===== src/rtl/math_op_accum.sv =====
// Group accumulator for the polynomial math stage: sums N_TERMS accepted beats
// with signed saturation and emits the sum plus an Ising spin decision.
module math_op_accum #(
    parameter int DATA_W  = 32,
    parameter int N_TERMS = 8
) (
    input  logic              clk,
    input  logic              rst_n,
    input  logic              in_valid,
    output logic              in_ready,
    input  logic [DATA_W-1:0] in_data,
    input  logic [DATA_W-1:0] threshold,
    output logic              out_valid,
    input  logic              out_ready,
    output logic [DATA_W-1:0] out_sum,
    output logic              out_spin,
    output logic              out_sat
);

    localparam int CNT_W = (N_TERMS > 1) ? $clog2(N_TERMS) : 1;
    localparam logic [CNT_W-1:0] LAST_CNT = CNT_W'(N_TERMS - 1);
    localparam logic [DATA_W-1:0] SAT_MAX = {1'b0, {(DATA_W-1){1'b1}}};
    localparam logic [DATA_W-1:0] SAT_MIN = {1'b1, {(DATA_W-1){1'b0}}};

    logic [DATA_W-1:0] acc;
    logic [CNT_W-1:0]  cnt;
    logic              sticky;

    logic [DATA_W:0]   next_w;
    logic              clamp_hi;
    logic              clamp_lo;
    logic [DATA_W-1:0] clamped;
    logic              accept;
    logic              last_beat;
    logic              spin_next;

    // Valid/ready: a transfer happens on a cycle where valid && ready at the
    // rising edge; a producer holds its payload stable while valid && !ready.
    // The input side may only stall while an unconsumed result is held, since
    // the upstream math pipe has no stall of its own.
    assign in_ready = !(out_valid && !out_ready);
    assign accept   = in_valid && in_ready;
    assign last_beat = (cnt == LAST_CNT);

    // Overflow of the DATA_W+1 sum shows up as disagreeing top two bits.
    assign next_w   = {acc[DATA_W-1], acc} + {in_data[DATA_W-1], in_data};
    assign clamp_hi = !next_w[DATA_W] && next_w[DATA_W-1];
    assign clamp_lo = next_w[DATA_W] && !next_w[DATA_W-1];

    always_comb begin
        clamped = next_w[DATA_W-1:0];
        if (clamp_hi) begin
            clamped = SAT_MAX;
        end else if (clamp_lo) begin
            clamped = SAT_MIN;
        end
    end

    assign spin_next = ($signed(clamped) >= $signed(threshold));

    always_ff @(posedge clk) begin
        if (!rst_n) begin
            acc       <= '0;
            cnt       <= '0;
            sticky    <= 1'b0;
            out_valid <= 1'b0;
            out_sum   <= '0;
            out_spin  <= 1'b0;
            out_sat   <= 1'b0;
        end else begin
            if (out_valid && out_ready) begin
                out_valid <= 1'b0;
            end
            if (accept) begin
                if (last_beat) begin
                    // A load here overrides the consume above, keeping out_valid high.
                    out_sum   <= clamped;
                    out_spin  <= spin_next;
                    out_sat   <= sticky || clamp_hi || clamp_lo;
                    out_valid <= 1'b1;
                    acc       <= '0;
                    cnt       <= '0;
                    sticky    <= 1'b0;
                end else begin
                    acc    <= clamped;
                    cnt    <= cnt + CNT_W'(1);
                    sticky <= sticky || clamp_hi || clamp_lo;
                end
            end
        end
    end

endmodule


===== config.mk =====
export PLATFORM = sky130hd
export DESIGN_NAME = math_op_accum
export DESIGN_NICKNAME = d
export VERILOG_FILES = /design/src/rtl/math_op_accum.sv
export SDC_FILE = /design/constraint.sdc
export NUM_CORES = 1
export LEC_CHECK = 0
export ABC_AREA = 0
export BUFFER_PORTS_ARGS = -buffer_cell sky130_fd_sc_hd__buf_4
export CAP_MARGIN = 0
export CORE_MARGIN = 2
export CORE_UTILIZATION = 52
export CTS_CLUSTER_DIAMETER = 80
export DETAILED_ROUTE_END_ITERATION = 16
export PLACE_DENSITY_LB_ADDON = 0.3
export SYNTH_ARGS = -nofsm -noshare
export SYNTH_HDL_FRONTEND = slang
export SYNTH_SLANG_ARGS = --single-unit

===== constraint.sdc =====
create_clock -name clk -period 4.53 [get_ports clk]
set_input_delay 0.906 -clock clk [delete_from_list [all_inputs] [get_ports clk]]
set_output_delay 0.906 -clock clk [all_outputs]
set_load 0.03 [all_outputs]

==> run_results.csv <==
group,metric,value,unit
status,status,"completed",
critical_path,reg2regPathDepth,22,
sta,finalMaxSlewViolations,0,
yosys,ys_types,72,
layout,num_antenna_cells,0,
yosys,synth_top_area_cell,"dfxtp_1",
detailed_routing,drt-total-wl,21600,microns
power_and_ir_drop,p_int,3.45,mW
power_and_ir_drop,power_frac_clock,8.4,%
die,core,0.0108,sq mm
power_and_ir_drop,ir_drop,0.409,mV
yosys,synth_area,0.00572,sq mm
layout,fillers,691,
sta,fin_crit,4.49,ns
sta,layout_setup_ws,0.0360,ns
grt,grt_pass1_vias,6389,
job,maxCapViolCount,0,
cts,numCtsBuffers,9,
yosys,synth_warnings,0,
cts,clockBufferDepth,2,
power_and_ir_drop,power_density,729,mW/mm^2
placed_design,place_inst,1126,
placed_design,port_buffers,103,
sta,setup_viol,0,
critical_path,crit_type,"in2reg",
yosys,ys.flop_type,"dfxtp_1",
detailed_routing,drt_iter0_drc,848,
critical_path,r2r_slack,0.27,ns
yosys,async_flop_share,0,%
placed_design,hpwl,16700,microns
worst_hold_path,whs_path_depth,2,
worst_hold_path,hold_end,"out_sum[31]$_SDFFE_PN0P_",
yosys,synth.avg_cell_area,7.81,sq um
sta,slew_headroom,38.7,%
detailed_routing,vias,6858,
power_and_ir_drop,p_leak,4.28,nW
power_and_ir_drop,p_total,6.41,mW
yosys,synthCells,732,
die,io_pins,104,
worst_hold_path,min_path_type,"reg2reg",
worst_hold_path,worstHoldStart,"out_sum[31]$_SDFFE_PN0P_",
detailed_routing,wl_per_cell,18.7,microns
critical_path,r2r_end,"out_spin$_SDFFE_PN0P_",
layout,fin_cells,1156,
grt,grtUsageTotal,35.2,%
cts,cts_htree_levels,3,
yosys,synth.area.top_cells,"dfxtp_1 (25%), ha_1 (14%), a21oi_1 (7.0%)",
power_and_ir_drop,p_seq_share,13.8,%
yosys,synth-seq-cells,71,
die,initial_core_util,53.0,%
cts,cts_root_buf,"clkbuf_8",
detailed_routing,dr.pass1.iters,6,
die,fp-row-count,38,
cts,clock_sinks,71,
sta,holdWs,0.475,ns
power_and_ir_drop,p_sw_share,46.2,%
yosys,synth_most_common_cell,"nand2_1",
yosys,ys_top_cells_by_count,"nand2_1 (92), a21oi_1 (80), dfxtp_1 (71)",
detailed_routing,via_per_inst,5.93,
critical_path,critical_path.max_fanout,14,
detailed_routing,detail-route-antenna-nets,0,
placed_design,pre_cts_ws,-0.500,ns
grt,grt-ovfl-total,0,
grt,grt_max_degree,37,
placed_design,gp_congestion,0.963,
critical_path,critPathCaptureType,"flop",
sta,tightest_slew,0.917,ns
layout,drive_gt1_share,42.3,%
die,die-area,0.0119,sq mm
cts,clk_pin_slew_worst_paths,0.08,ns
critical_path,required,4.78,ns
cts,clk_latency,0.36,ns
sta,finalCritPeriodShare,99.2,%
layout,finalNetCount,1146,
detailed_routing,route.detailed.drc,0,
yosys,yosysTopAreaCellShare,24.9,%
layout,area_growth,53.8,%
power_and_ir_drop,pwr-share-comb,77.8,%
grt,grt_pass1_wl,32200,microns
yosys,ys_seq_area_share,24.9,%
yosys,synthesis.nets,867,
grt,antenna_found_initial,0,
die,die_x,109,microns
critical_path,worstPathArrival,4.75,ns
critical_path,rr_startpoint,"acc[0]$_SDFFE_PN0P_",
power_and_ir_drop,p_sw,2.96,mW
sta,hold_violations,0,
critical_path,crit_path_start_kind,"input port",
sta,fin_skew,0.00985,ns
sta,fmax,223,MHz
yosys,synth-edff-count,0,
cts,cts_tree,"built",
die,die_height,109,microns
how the worst max path moves through the flow:
stage                      startpoint               endpoint  slack (ns)  depth (start not counted)
after floorplan           in_data[20]  out_spin$_SDFFE_PN0P_        0.01                         21
after global placement    in_data[21]  out_spin$_SDFFE_PN0P_       -0.42                         19
after detailed placement  in_data[21]  out_spin$_SDFFE_PN0P_       -0.50                         19
after CTS                 in_data[14]  out_spin$_SDFFE_PN0P_       0.004                         19
after global routing      in_data[14]  out_spin$_SDFFE_PN0P_       -0.23                         20
final                     in_data[19]  out_spin$_SDFFE_PN0P_        0.04                         21
sequential cells by signal, indices dropped and copies added, names as in the netlist:
register   cells
acc           32
out_valid      1
cnt            3
out_sum       32
out_spin       1
out_sat        1
sticky         1
stage by stage:
| stage | cell area (sq um) | util (%) | setup TNS, ns |
|---|---|---|---|
| after floorplan | 5820 | - | 0 |
| after global placement | 7990 | 74.0 | -0.419 |
| after detailed placement | 7990 | 74.0 | -0.500 |
| after CTS | 8310 | 77.0 | 0 |
| after global routing | 8800 | 81.5 | -0.230 |
| final | 8800 | 81.5 | 0 |
layout make-up:
class,count,area (sq um),share of cell area [%]
Multi-Input combinational cell,577,4500,51.1
Timing Repair Buffer,304,2320,26.3
Sequential cell,71,1420,16.2
Inverter,48,180,2.05
Tap cell,140,175,1.99
Clock buffer,10,138,1.56
Clock inverter,6,68.8,0.782
routing by layer:
| metal | part of all wire [%] | GRT usage, % | up-vias |
|---|---|---|---|
| met3 | 8.5 | 4.54 | 40 |
| met2 | 47 | 56.2 | 354 |
| met5 | 0 | 0 | - |
| met4 | 1.8 | 9.98 | 0 |
| met1 | 43 | 49.8 | 3230 |
| li1 | - | - | 3234 |
power by group through the flow:
stage               Clock [mW]  Combinational (mW)  Sequential [mW]
global route             0.562                5.32            0.894
CTS                      0.537                4.44            0.862
detailed placement           0                4.29            0.874
global placement             0                4.17            0.870
floorplan                    0                2.36            0.819
finish                   0.536                4.99            0.886
kinds of logic after synthesis:
logic type	count (synthesis)	synth area share, %
adder cells (fa/ha/maj)	67	14.8
multiplexers	4	0.853
AO/OA/AOI/OAI	267	31.2
buffers and inverters	84	6.43
XOR/XNOR	22	3.37
flip-flops	71	24.9
AND/OR/NAND/NOR	217	18.5
repair_timing:
| item | 4_1_cts | 5_1_grt |
|---|---|---|
| hold buffers | 0 | 0 |
| buffers inserted | 2 | 11 |
| gates resized for setup | 19 | 65 |
| setup endpoints to repair | 1 | 1 |
| cloned | 0 | 1 |
| hold endpoints to repair | 0 | 0 |
| pin swaps | 6 | 38 |
cell usage in the layout (no fill, tap or decap), drive strengths merged, types with 6 or more instances in the layout:
cell type / instances
a21o: 25
a21oi: 81
a31oi: 7
buf: 303
clkbuf: 10
dfxtp: 71
ha: 66
inv: 48
nand2: 103
nand2b: 9
nand3: 19
nand4: 12
nor2: 22
nor3: 18
o2111ai: 8
o211ai: 21
o21a: 10
o21ai: 66
o221a: 6
or3: 9
xnor2: 12
xor2: 10
worst max-delay path, cell delays in order:
cell and delay [ns]:
buf_4 0.11, ha_1 0.33, nand2_1 0.13, nor2_1 0.10
buf_4 0.16, a221oi_4 0.25, a21oi_2 0.13, or3b_4 0.44
mux2i_4 0.21, buf_6 0.18, nand2b_1 0.15, nand2_1 0.08
ha_1 0.29, nor2b_1 0.14, o21ai_0 0.16, nand2b_1 0.11
a21oi_1 0.26, or4_4 0.18, o2111ai_2 0.12, nor4b_2 0.24
nor3b_1 0.08
Power figures use the tool's default switching activity.
